File: src/rtl/cpu_types_pkg.sv
// Shared CPU-side types for the datapath<->memory responder.
// Latency: n/a (types and constants only).
// Backpressure: n/a.
package cpu_types_pkg;

  typedef logic [31:0] word_t;

  typedef enum logic [2:0] {
    IDLE,
    DACC,
    IACC,
    RESP,
    HALTED
  } memrsp_state_t;

  typedef enum logic [1:0] {
    OP_IREAD,
    OP_DREAD,
    OP_DWRITE
  } memrsp_op_t;

  localparam int    MEMRSP_TIMEOUT  = 16;
  localparam word_t MEMRSP_BAD_WORD = 32'hBAD1BAD1;

  // The RAM is word organised; byte offset bits never reach it.
  function automatic word_t word_align(input word_t addr);
    return {addr[31:2], 2'b00};
  endfunction

endpackage

File: src/rtl/datapath_mem_responder_if.sv
// Datapath request/response bundle plus the backing-RAM port.
// Latency: n/a (wires only).
// Backpressure: requests are levels held until the matching hit pulse.
interface datapath_mem_responder_if;

  logic        halt;
  logic        imemREN;
  logic [31:0] imemaddr;
  logic        dmemREN;
  logic        dmemWEN;
  logic [31:0] dmemaddr;
  logic [31:0] dmemstore;
  logic        ihit;
  logic        dhit;
  logic [31:0] imemload;
  logic [31:0] dmemload;
  logic        ram_ren;
  logic        ram_wen;
  logic [31:0] ram_addr;
  logic [31:0] ram_store;
  logic [31:0] ram_load;
  logic        ram_ready;
  logic        halted;
  logic        timeout_err;

  // Datapath + RAM side (drives requests and RAM responses).
  modport master (
    output halt, imemREN, imemaddr, dmemREN, dmemWEN, dmemaddr, dmemstore,
    output ram_load, ram_ready,
    input  ihit, dhit, imemload, dmemload, ram_ren, ram_wen, ram_addr, ram_store,
    input  halted, timeout_err
  );

  // Responder side.
  modport slave (
    input  halt, imemREN, imemaddr, dmemREN, dmemWEN, dmemaddr, dmemstore,
    input  ram_load, ram_ready,
    output ihit, dhit, imemload, dmemload, ram_ren, ram_wen, ram_addr, ram_store,
    output halted, timeout_err
  );

endinterface

File: src/rtl/access_timer.sv
// Per-access cycle counter; expired flags the last permitted cycle (TIMEOUT-1).
// Latency: count visible the cycle after enable; expired is combinational on count.
// Backpressure: none; holds at the expiry value until cleared.
module access_timer #(
  parameter int TIMEOUT = 16
) (
  input  logic clk,
  input  logic rst,
  input  logic clr,
  input  logic en,
  output logic expired
);

  localparam int W = (TIMEOUT > 2) ? $clog2(TIMEOUT) : 1;

  logic [W-1:0] count;

  // Count access cycles; cleared whenever no access is in flight.
  always_ff @(posedge clk) begin
    if (rst || clr) begin
      count <= '0;
    end else if (en && !expired) begin
      count <= count + W'(1);
    end
  end

  assign expired = (count == W'(TIMEOUT - 1));

endmodule

File: src/rtl/datapath_mem_responder.sv
// Serialises fetch/load/store requests onto one RAM port, returns one-cycle ihit/dhit.
// Latency: request sampled in IDLE, RAM enables next cycle, hit the cycle after ram_ready.
// Backpressure: requests wait while busy; aborts after TIMEOUT cycles; halt blocks all traffic.
module datapath_mem_responder
  import cpu_types_pkg::*;
#(
  parameter int    TIMEOUT  = MEMRSP_TIMEOUT,
  parameter word_t BAD_WORD = MEMRSP_BAD_WORD
) (
  input logic                    CLK,
  input logic                    RST,
  datapath_mem_responder_if.slave bus
);

  memrsp_state_t state, state_nxt;
  memrsp_op_t    acc_op, new_op;
  word_t         acc_addr, acc_store;
  word_t         imemload_q, dmemload_q;
  logic          terr_q;
  logic          start_acc;
  logic          in_acc;
  logic          expired;

  assign in_acc = (state == DACC) || (state == IACC);

  access_timer #(.TIMEOUT(TIMEOUT)) u_timer (
    .clk     (CLK),
    .rst     (RST),
    .clr     (!in_acc),
    .en      (in_acc),
    .expired (expired)
  );

  // State register.
  always_ff @(posedge CLK) begin
    if (RST) begin
      state <= IDLE;
    end else begin
      state <= state_nxt;
    end
  end

  // Next state: data beats fetch; RESP never samples new requests.
  always_comb begin
    state_nxt = state;
    start_acc = 1'b0;
    new_op    = OP_IREAD;
    case (state)
      IDLE: begin
        if (bus.halt) begin
          state_nxt = HALTED;
        end else if (bus.dmemWEN || bus.dmemREN) begin
          state_nxt = DACC;
          start_acc = 1'b1;
          new_op    = bus.dmemWEN ? OP_DWRITE : OP_DREAD;
        end else if (bus.imemREN) begin
          state_nxt = IACC;
          start_acc = 1'b1;
          new_op    = OP_IREAD;
        end
      end
      DACC, IACC: begin
        if (bus.ram_ready || expired) begin
          state_nxt = RESP;
        end
      end
      RESP:    state_nxt = bus.halt ? HALTED : IDLE;
      HALTED:  state_nxt = HALTED;
      default: state_nxt = IDLE;
    endcase
  end

  // Request latch, load registers and sticky timeout flag.
  always_ff @(posedge CLK) begin
    if (RST) begin
      acc_op     <= OP_IREAD;
      acc_addr   <= '0;
      acc_store  <= '0;
      imemload_q <= '0;
      dmemload_q <= '0;
      terr_q     <= 1'b0;
    end else begin
      if (start_acc) begin
        acc_op    <= new_op;
        acc_addr  <= word_align((new_op == OP_IREAD) ? bus.imemaddr : bus.dmemaddr);
        acc_store <= bus.dmemstore;
      end
      if (in_acc) begin
        if (bus.ram_ready) begin
          if (acc_op == OP_IREAD) begin
            imemload_q <= bus.ram_load;
          end else if (acc_op == OP_DREAD) begin
            dmemload_q <= bus.ram_load;
          end
        end else if (expired) begin
          // A timed-out store has no load value to return.
          if (acc_op == OP_IREAD) begin
            imemload_q <= BAD_WORD;
          end else if (acc_op == OP_DREAD) begin
            dmemload_q <= BAD_WORD;
          end
          terr_q <= 1'b1;
        end
      end
    end
  end

  assign bus.ram_ren     = in_acc && (acc_op != OP_DWRITE);
  assign bus.ram_wen     = in_acc && (acc_op == OP_DWRITE);
  assign bus.ram_addr    = in_acc ? acc_addr  : '0;
  assign bus.ram_store   = in_acc ? acc_store : '0;
  assign bus.ihit        = (state == RESP) && (acc_op == OP_IREAD);
  assign bus.dhit        = (state == RESP) && (acc_op != OP_IREAD);
  assign bus.imemload    = imemload_q;
  assign bus.dmemload    = dmemload_q;
  assign bus.halted      = (state == HALTED);
  assign bus.timeout_err = terr_q;

endmodule

File: src/flat_wrapper.sv
// flat-port wrapper written by rule: the top's interface ports become plain ports
module datapath_mem_responder_flat import cpu_types_pkg::*;
#(
  parameter int    TIMEOUT  = MEMRSP_TIMEOUT,
  parameter word_t BAD_WORD = MEMRSP_BAD_WORD
)
  (CLK, RST, bus_halt, bus_imemREN, bus_imemaddr, bus_dmemREN, bus_dmemWEN, bus_dmemaddr, bus_dmemstore, bus_ram_load, bus_ram_ready, bus_ihit, bus_dhit, bus_imemload, bus_dmemload, bus_ram_ren, bus_ram_wen, bus_ram_addr, bus_ram_store, bus_halted, bus_timeout_err);
  datapath_mem_responder_if bus_i ();
  input logic CLK;
  input logic RST;
  input wire logic [$bits(bus_i.halt)-1:0] bus_halt;
  input wire logic [$bits(bus_i.imemREN)-1:0] bus_imemREN;
  input wire logic [$bits(bus_i.imemaddr)-1:0] bus_imemaddr;
  input wire logic [$bits(bus_i.dmemREN)-1:0] bus_dmemREN;
  input wire logic [$bits(bus_i.dmemWEN)-1:0] bus_dmemWEN;
  input wire logic [$bits(bus_i.dmemaddr)-1:0] bus_dmemaddr;
  input wire logic [$bits(bus_i.dmemstore)-1:0] bus_dmemstore;
  input wire logic [$bits(bus_i.ram_load)-1:0] bus_ram_load;
  input wire logic [$bits(bus_i.ram_ready)-1:0] bus_ram_ready;
  output wire logic [$bits(bus_i.ihit)-1:0] bus_ihit;
  output wire logic [$bits(bus_i.dhit)-1:0] bus_dhit;
  output wire logic [$bits(bus_i.imemload)-1:0] bus_imemload;
  output wire logic [$bits(bus_i.dmemload)-1:0] bus_dmemload;
  output wire logic [$bits(bus_i.ram_ren)-1:0] bus_ram_ren;
  output wire logic [$bits(bus_i.ram_wen)-1:0] bus_ram_wen;
  output wire logic [$bits(bus_i.ram_addr)-1:0] bus_ram_addr;
  output wire logic [$bits(bus_i.ram_store)-1:0] bus_ram_store;
  output wire logic [$bits(bus_i.halted)-1:0] bus_halted;
  output wire logic [$bits(bus_i.timeout_err)-1:0] bus_timeout_err;
  assign bus_i.halt = bus_halt;
  assign bus_i.imemREN = bus_imemREN;
  assign bus_i.imemaddr = bus_imemaddr;
  assign bus_i.dmemREN = bus_dmemREN;
  assign bus_i.dmemWEN = bus_dmemWEN;
  assign bus_i.dmemaddr = bus_dmemaddr;
  assign bus_i.dmemstore = bus_dmemstore;
  assign bus_i.ram_load = bus_ram_load;
  assign bus_i.ram_ready = bus_ram_ready;
  assign bus_ihit = bus_i.ihit;
  assign bus_dhit = bus_i.dhit;
  assign bus_imemload = bus_i.imemload;
  assign bus_dmemload = bus_i.dmemload;
  assign bus_ram_ren = bus_i.ram_ren;
  assign bus_ram_wen = bus_i.ram_wen;
  assign bus_ram_addr = bus_i.ram_addr;
  assign bus_ram_store = bus_i.ram_store;
  assign bus_halted = bus_i.halted;
  assign bus_timeout_err = bus_i.timeout_err;
  datapath_mem_responder #(.TIMEOUT(TIMEOUT), .BAD_WORD(BAD_WORD)) u_core (.CLK(CLK), .RST(RST), .bus(bus_i));
endmodule
File: config.mk
export PLATFORM = sky130hd
export DESIGN_NAME = datapath_mem_responder_flat
export DESIGN_NICKNAME = d
export VERILOG_FILES = /design/src/rtl/cpu_types_pkg.sv /design/src/rtl/datapath_mem_responder_if.sv /design/src/rtl/access_timer.sv /design/src/rtl/datapath_mem_responder.sv /design/src/flat_wrapper.sv
export SDC_FILE = /design/constraint.sdc
export NUM_CORES = 1
export LEC_CHECK = 0
export ABC_AREA = 1
export BUFFER_PORTS_ARGS = -buffer_cell sky130_fd_sc_hd__clkbuf_2
export CAP_MARGIN = 20
export CORE_MARGIN = 2
export CORE_UTILIZATION = 53
export DETAILED_ROUTE_END_ITERATION = 8
export GPL_ROUTABILITY_DRIVEN = 1
export PLACE_DENSITY = 0.95
export SYNTH_ARGS = -nofsm -noshare
export SYNTH_HDL_FRONTEND = slang
export SYNTH_HIERARCHICAL = 1
export SYNTH_SLANG_ARGS = --single-unit
export TNS_END_PERCENT = 100
File: constraint.sdc
create_clock -name CLK -period 5.08 [get_ports CLK]
set_clock_uncertainty 0.2 [all_clocks]
set_input_delay 1.524 -clock CLK [delete_from_list [all_inputs] [get_ports CLK]]
set_output_delay 1.524 -clock CLK [all_outputs]
set_load 0.02 [all_outputs]
==> results of run 1 <==
## power breakdown
part | switching, mW | internal, mW
logic | 0.857 | 0.383
clock network | 0.447 | 0.731
registers | 0.0947 | 1.24
## logic make-up (layout without fill, tap and decap cells)
| logic type | count (synthesis) | after routing | share of synthesized area [%] |
|---|---|---|---|
| and+or+nand+nor | 624 | 624 | 37.10 |
| buffers and inverters | 303 | 536 | 17.84 |
| DFF | 136 | 136 | 39.38 |
| AOI/OAI and AO/OA | 75 | 75 | 5.447 |
| adders and majority gates | 1 | 1 | 0.1809 |
| other | 1 | 2 | 0.05424 |
## through the flow
step	setup WS [ns]	instances	util, %	area, µm²
6_report	1.056	1546	69.12	8758
5_1_grt	0.8875	1546	69.12	8758
4_1_cts	1.044	1545	68.96	8738
3_5_place_dp	1.280	1513	64.56	8180
3_3_place_gp	1.291	1513	64.56	8180
2_1_floorplan	2.082	1141	-	6918
## per-layer routing
layer  up-vias  track usage [%]  part of all wire [%]
met5         -                0                     0
met4         0            9.413                   2.2
met3        33            7.481                   8.7
met2       328            44.62                    49
met1      3244            30.47                    40
li1       3797                -                     -
## cell usage in the layout, fill, tap and decap left out, types with 2 or more instances in the layout
cell and n:
nor2_1 326, clkbuf_2 262, nand2_1 219, inv_1 201, dfxtp_1 136, nand4_1 59
o21ai_0 56, inv_2 31, clkbuf_16 17, o21ai_1 13, clkinv_2 6, clkbuf_1 5
nand3_1 5, a21oi_1 5, buf_4 5, nand2_2 4, nand3_2 3, buf_12 3
bufinv_16 2, clkinvlp_4 2, nor2_4 2, nor3_1 2, nor2_2 2, conb_1 2
## cell type report
class                           instances  area [µm²]
Clock buffer                           23       457.9
Clock inverter                          9       100.1
Fill cell                            1042        3913
Inverter                              234       879.6
Multi-Input combinational cell        702        2974
Sequential cell                       136        2723
Tap cell                              172       215.2
Timing Repair Buffer                  270        1409
## state kept, by name, summed over array words and instances (netlist names)
register                count
u_core/acc_store           32
u_core/bus.timeout_err      1
u_core/acc_addr            30
u_core/u_timer/count        4
u_core/acc_op               2
u_core/state                3
u_core/bus.dmemload        32
u_core/bus.imemload        32
## worst reg2reg max path, stage by stage, from the launching register on
cell,delay (ns)
dfxtp_1,0.43
nor2_4,0.11
nor2_8,0.65
nand3_2,0.84
nand2_1,0.31
inv_1,0.08
nor2_1,0.09
## how the worst min path moves through the flow
stage	from	to	depth (start not counted)
global route	u_core/bus.timeout_err	u_core/bus.timeout_err	2
floorplan	u_core/acc_store[23]	u_core/acc_store[23]	2
global placement	u_core/bus.timeout_err	u_core/bus.timeout_err	2
detailed placement	u_core/bus.timeout_err	u_core/bus.timeout_err	2
CTS	u_core/bus.timeout_err	u_core/bus.timeout_err	2
finish	u_core/bus.timeout_err	u_core/bus.timeout_err	2
==> impl_metrics.yaml, run 1 <==
sta:
  timing.hold.ws_ns: 0.2748
  period_minus_slack_ns: 4.024
  setup_viol: 0
  tightest_slew_ns: 0.9600
  hold_viol: 0
  period_share_pct: 79.22
  rsz0062_at_grt: "false"
  slew_viol_final: 0
  fmax_ghz: 0.2485
  slew_headroom_pct: 35.84
  tns_ns: 0
yosys:
  netlist_instances: 1140
  synth_top_area_cell: "dfxtp_1"
  synth_most_common_cell: "nor2_1"
  synth_edf_count: 0
  synth_area_mm2: 0.006914
  synth_cell_types: 27
  synth_top_cell_area_share_pct: 39.38
  syn_area_per_cell_um2: 6.065
  yosys-top-cells-area: "dfxtp_1, nor2_1, nand2_1"
  ys_warn_count: 6
  yosysSeqAreaShare_pct: 39.38
  synth_ff_type: "dfxtp_1"
  synth-seq-cells: 136
  synth_common_cells: "nor2_1, nand2_1, inv_1"
  async_flop_share_pct: 0
worst_setup_path:
  arrival_ns: 2.30
  path_cells: "nand2_1 -> nand2_2 -> inv_1 -> nand2_2 -> buf_4 -> nor2_1 -> clkbuf_2"
  slowest_delay_ns: 0.55
  end_kind: "primary output"
  endpoint: "bus_ram_addr[17]"
  r2r_slack_ns: 2.32
  worstRegToRegCells: 6
  cp_common_cell: "nand2_2"
  crit_path_start: "u_core/state[0]"
  path_max_fanout: 39
  cp.required_ns: 3.36
  slowest_stage: "nand2_2"
  r2r_start: "u_core/state[0]"
  cp-start-kind: "register"
  rr_endpoint: "u_core/bus.dmemload[2]"
  crit_buf_inv: 3
  cp_top_family: "simple AND/OR/NAND/NOR gates"
  crit_cells: 7
  path_class: "reg -> out"
global_route:
  antenna_found_initial: 0
  grt-ovfl-total: 0
  grt_pass1_wl_um: 29540
  grt_pass1_vias: 6433
  grt_start_max_net_pins: 83
  grt_use_total_pct: 25.88
floorplanning:
  num_rows: 41
  die_width_um: 118.2
  die_h_um: 118.2
  start_util_pct: 54.57
  core_mm2: 0.01267
  dieArea_mm2: 0.01397
  io_pins: 269
clock_network:
  clk_pin_slew_worst_paths_ns: 0.06
  ctsLongestPathBuffers: 2
  clk-insertion-delay-late_ns: 0.41
  cts_tree: "done"
  holdBufCountCts: 0
  root_buffer: "clkbuf_16"
  post-cts-setup-buffer-count: 0
  clock_sinks: 136
  cts_buffers: 17
  h-tree-depth: 4
  cts_resized: 0
detailed_routing:
  drtPass1Iterations: 5
  routed_wl_um: 18490
  wl_per_cell_um: 11.96
  via_count: 7402
  drt_iter0_markers: 611
  route.detailed.drc: 0
  ant_nets: 0
  vias_per_cell: 4.788
placed_design:
  place_congestion: 0.8328
  dp_hpwl_um: 12230
  io_buffers: 262
final_layout:
  drive_gt1_share_pct: 24.89
  fin_nets: 1497
  num_antenna_cells: 0
  synthToLayoutAreaGrowth_pct: 26.67
power_and_ir_drop:
  ir_worst_vdd_v: 0.0002996
  power_density_mw_per_mm2: 428.6
  power.static_leakage_nw: 4.737
  p_total_mw: 3.754
outcome:
  status: "finished clean"
flow_run:
  max-cap-violations: 0
hold_path:
  hp-class: "reg -> reg"
Power figures use the tool's default switching activity.
==> inputs of run 2 (changes only) <==
CORE_UTILIZATION = 49   (was 53)
PLACE_DENSITY = 0.9   (was 0.95)
clock period = 3.8 ns   (was 5.08 ns; I/O delays follow)
==> run 2 against run 1 <==
  * Hold slack gained 0.0089 ns
  * First-iteration DRC count grew 15%
  * Sequential cell count is the same
  * Largest power group unchanged
  * Highest routed layer unchanged
==> impl_metrics.yaml, run 2 (same netlist as run 1, synthesis figures left out) <==
final_layout:
  num_antenna_cells: 0
  nFillCells: 1279
  drive_gt1_share_pct: 25.36
  fin_cells: 1556
  final_common_cell: "nor2_1"
  final_cell_mix: "nor2_1, clkbuf_2, nand2_1"
  fin_nets: 1499
  synthToLayoutAreaGrowth_pct: 27.72
sta:
  tightest_slew_ns: 0.9503
  slew_viol_final: 0
  slew_headroom_pct: 36.49
  rsz0062_at_grt: "false"
  tns_ns: 0
  worst_slack_ns: 0.4298
  hold_viol: 0
  period_share_pct: 88.69
  period_minus_slack_ns: 3.370
  fmax_ghz: 0.2967
  setup_viol: 0
  timing.hold.ws_ns: 0.2837
floorplanning:
  num_rows: 43
  io_pins: 269
  die_h_um: 122.8
  dieArea_mm2: 0.01508
  core_mm2: 0.01383
  die_width_um: 122.8
  start_util_pct: 50.00
global_route:
  grt_use_total_pct: 24.08
  grt-ovfl-total: 0
  grt_use_met2_pct: 41.06
  antenna_found_initial: 0
  grt_start_max_net_pins: 81
  gr-usage-met1_pct: 28.24
  grt_pass1_wl_um: 28970
  grt_util_met3_pct: 6.738
  grt_pass1_vias: 6285
  grt.busiest_layer: "met2"
clock_network:
  cts_buffers: 17
  ctsLongestPathBuffers: 2
  cts_resized: 0
  root_buffer: "clkbuf_16"
  post-cts-setup-buffer-count: 0
  clock_sinks: 136
  clk_pin_slew_worst_paths_ns: 0.06
  h-tree-depth: 4
  clk-insertion-delay-late_ns: 0.41
  cts_tree: "done"
  holdBufCountCts: 0
power_and_ir_drop:
  p_switching_mw: 1.925
  pwr-share-comb_pct: 32.6
  ir_worst_vdd_v: 0.0003936
  p_total_mw: 5.084
  power_density_mw_per_mm2: 575.7
  seqPwrFrac_pct: 35.1
  internal_power_mw: 3.159
  clkPwrFrac_pct: 32.3
  power.static_leakage_nw: 4.759
  power_switching_share_pct: 37.86
worst_setup_path:
  end_kind: "primary output"
  cp-start-kind: "register"
  path_max_fanout: 50
  path_class: "reg -> out"
  arrival_ns: 2.03
  cp.required_ns: 2.46
hold_path:
  hp-class: "reg -> reg"
placed_design:
  io_buffers: 262
  dp.cells: 1524
  dp_slack_ns: 0.7788
  dp_hpwl_um: 12280
  place_congestion: 0.8418
detailed_routing:
  via_count: 7350
  routed_wl_um: 18500
  drtPass1Iterations: 6
  ant_nets: 0
  wl_per_cell_um: 11.89
  drt_iter0_markers: 703
  vias_per_cell: 4.724
  route.detailed.drc: 0
flow_run:
  max-cap-violations: 0
outcome:
  status: "finished clean"
run 2: area by class of cell:
type | count | area (µm²) | share of cell area (%)
Clock inverter | 15 | 167.7 | 1.899
Clock buffer | 17 | 425.4 | 4.817
Tap cell | 180 | 225.2 | 2.550
Sequential cell | 136 | 2723 | 30.83
Timing Repair Buffer | 272 | 1436 | 16.27
Multi-Input combinational cell | 702 | 2974 | 33.68
Inverter | 234 | 879.6 | 9.960
run 2: critical path, cell delays in order (launching register included):
cell and delay (ns):
dfxtp_1 0.44, nand2_1 0.10, nand2_2 0.13, inv_1 0.10, nand2_2 0.31, buf_12 0.29, nor2_1 0.09, clkbuf_2 0.16
run 2: power groups by stage:
stage | clock network, mW | logic [mW] | registers [mW]
CTS | 1.67 | 1.66 | 1.79
floorplan | 0 | 1.15 | 1.88
global placement | 0 | 1.62 | 1.80
global route | 1.73 | 1.86 | 1.81
finish | 1.64 | 1.66 | 1.79
detailed placement | 0 | 1.65 | 1.81
run 2: path summary, 6_finish.rpt:
kind              slack (ns)                 endpoint                    start  depth (start not counted)
hold / removal          0.28     u_core/acc_store[22]     u_core/acc_store[22]                          2
setup reg to reg        1.43  u_core/bus.dmemload[18]  u_core/u_timer/count[1]                          9
hold reg to reg         0.28     u_core/acc_store[22]     u_core/acc_store[22]                          2
setup / recovery        0.43         bus_ram_addr[13]          u_core/state[0]                          7
run 2: routing by layer:
| layer | part of all wire (%) | wire [µm] | vias up |
|---|---|---|---|
| met3 | 9.2 | 1703 | 30 |
| met1 | 40 | 7337 | 3204 |
| met5 | 0 | 0 | - |
| met2 | 49 | 9071 | 309 |
| li1 | - | - | 3807 |
| met4 | 2.1 | 392 | 0 |
run 2: metrics by stage:
| step | area [µm²] | utilization [%] |
|---|---|---|
| floorplan | 6918 | - |
| global placement | 8238 | 59.58 |
| detailed placement | 8238 | 59.58 |
| CTS | 8831 | 63.87 |
| global route | 8831 | 63.87 |
| finish | 8831 | 63.87 |
==> inputs of run 3 (changes only) <==
BUFFER_PORTS_ARGS = -buffer_cell sky130_fd_sc_hd__buf_2   (was -buffer_cell sky130_fd_sc_hd__clkbuf_2)
==> run 3 against run 2 <==
  * Maximum frequency down 1.4%
  * Sequential power hardly changed
  * Final cell count is 0.32% higher
  * Largest power group unchanged
==> impl_metrics.yaml, run 3 (same netlist as run 1, synthesis figures left out) <==
outcome:
  status: "finished clean"
sta:
  period_share_pct: 89.92
  hold_viol: 0
  tns_ns: 0
  worst_slack_ns: 0.3832
  slew_headroom_pct: 36.82
  fmax_ghz: 0.2927
  rsz0062_at_grt: "false"
  tightest_slew_ns: 0.9454
  period_minus_slack_ns: 3.417
  setup_viol: 0
  slew_viol_final: 0
  timing.hold.ws_ns: 0.2757
clock_network:
  cts_resized: 0
  holdBufCountCts: 0
  clk_pin_slew_worst_paths_ns: 0.06
  clk-insertion-delay-late_ns: 0.41
  cts_buffers: 17
  cts_tree: "done"
  post-cts-setup-buffer-count: 0
  root_buffer: "clkbuf_16"
  ctsLongestPathBuffers: 2
  clock_sinks: 136
  h-tree-depth: 4
detailed_routing:
  vias_per_cell: 4.730
  ant_nets: 0
  wl_per_cell_um: 11.73
  routed_wl_um: 18310
  drt_iter0_markers: 482
  drtPass1Iterations: 5
  route.detailed.drc: 0
  via_count: 7384
worst_setup_path:
  r2r_start: "u_core/state[0]"
  slowest_delay_ns: 0.44
  cp_common_cell: "nand2_2"
  path_class: "reg -> out"
  path_cells: "nand2_1 -> nand2_2 -> inv_1 -> nand2_2 -> buf_12 -> nor2_1 -> buf_2"
  r2r_slack_ns: 1.39
  path_max_fanout: 45
  end_kind: "primary output"
  cp.required_ns: 2.46
  arrival_ns: 2.08
  worstRegToRegCells: 7
  slowest_stage: "dfxtp_1"
  crit_buf_inv: 3
  cp_top_family: "simple AND/OR/NAND/NOR gates"
  rr_endpoint: "u_core/bus.imemload[26]"
  cp-start-kind: "register"
final_layout:
  final_cell_mix: "nor2_1, buf_2, nand2_1"
  fin_cells: 1561
  drive_gt1_share_pct: 25.63
  fin_util_pct: 64.30
  synthToLayoutAreaGrowth_pct: 28.59
  fin_nets: 1504
  num_antenna_cells: 0
  final_area_mm2: 0.008891
  final_common_cell: "nor2_1"
  nFillCells: 1260
hold_path:
  min_to: "u_core/bus.timeout_err"
  hp-class: "reg -> reg"
  hp-start: "u_core/bus.timeout_err"
  hold_depth: 2
floorplanning:
  start_util_pct: 50.00
  num_rows: 43
  die_h_um: 122.8
  io_pins: 269
  dieArea_mm2: 0.01508
  core_mm2: 0.01383
  die_width_um: 122.8
global_route:
  grt_pass1_vias: 6408
  grt_start_max_net_pins: 81
  grt-ovfl-total: 0
  antenna_found_initial: 3
  grt_use_total_pct: 23.71
  grt_pass1_wl_um: 28720
flow_run:
  max-cap-violations: 0
placed_design:
  dp_hpwl_um: 12520
  dp_slack_ns: 0.7879
  io_buffers: 262
  place_congestion: 0.8326
  dp.cells: 1529
  place_area_mm2: 0.008250
power_and_ir_drop:
  power.static_leakage_nw: 4.881
  ir_worst_vdd_v: 0.0003832
  p_total_mw: 5.227
  power_density_mw_per_mm2: 587.9
## run 3: cell count changes in the layout (fill, tap and decap cells not counted), sizes merged
cell / before / now
inv: 237 / 238
clkbuf: 279 / 17
buf: 10 / 277
bufinv: 2 / 4
clkinv: 6 / 4
clkinvlp: 4 / 3
## run 3: layout make-up
type	instances	area [µm²]	share of cell area, %
Sequential cell	136	2723	30.62
Inverter	234	879.6	9.893
Clock inverter	15	215.2	2.420
Tap cell	180	225.2	2.533
Multi-Input combinational cell	702	2974	33.45
Clock buffer	17	425.4	4.785
Timing Repair Buffer	277	1449	16.30
## run 3: per-layer routing
layer	share of wire [%]	wire [µm]	vias to the layer above	global-route usage (%)
met4	1.5	276	4	8.549
met2	48	8864	301	41.23
met5	0.15	27	-	0
met3	8.5	1552	31	6.784
met1	41	7587	3229	27.62
li1	-	-	3819	-
## run 3: worst min-delay path, stage by stage, from the launching register on
cell	delay [ns]
dfxtp_1	0.33
a31oi_1	0.05
nor2_1	0.07
## run 3: worst max path at each step
stage                               start             endpoint  slack, ns  depth (start not counted)
after detailed placement         bus_halt  u_core/acc_addr[26]       0.79                          8
after global placement    u_core/state[0]     bus_ram_addr[13]       0.84                          7
after global routing      u_core/state[0]     bus_ram_addr[25]       0.23                          7
after CTS                 u_core/state[0]     bus_ram_store[3]       0.37                          7
after floorplan           u_core/state[0]     bus_ram_addr[13]       1.19                          7
final                     u_core/state[0]     bus_ram_addr[14]       0.38                          7
## run 3: power by group
group	internal, mW	total, mW	leakage, nW	switching, mW
Sequential	1.66	1.78	1.11	0.123
Clock	1.11	1.78	0.303	0.662
Combinational	0.533	1.67	3.47	1.13
Total	3.31	5.23	4.88	1.92
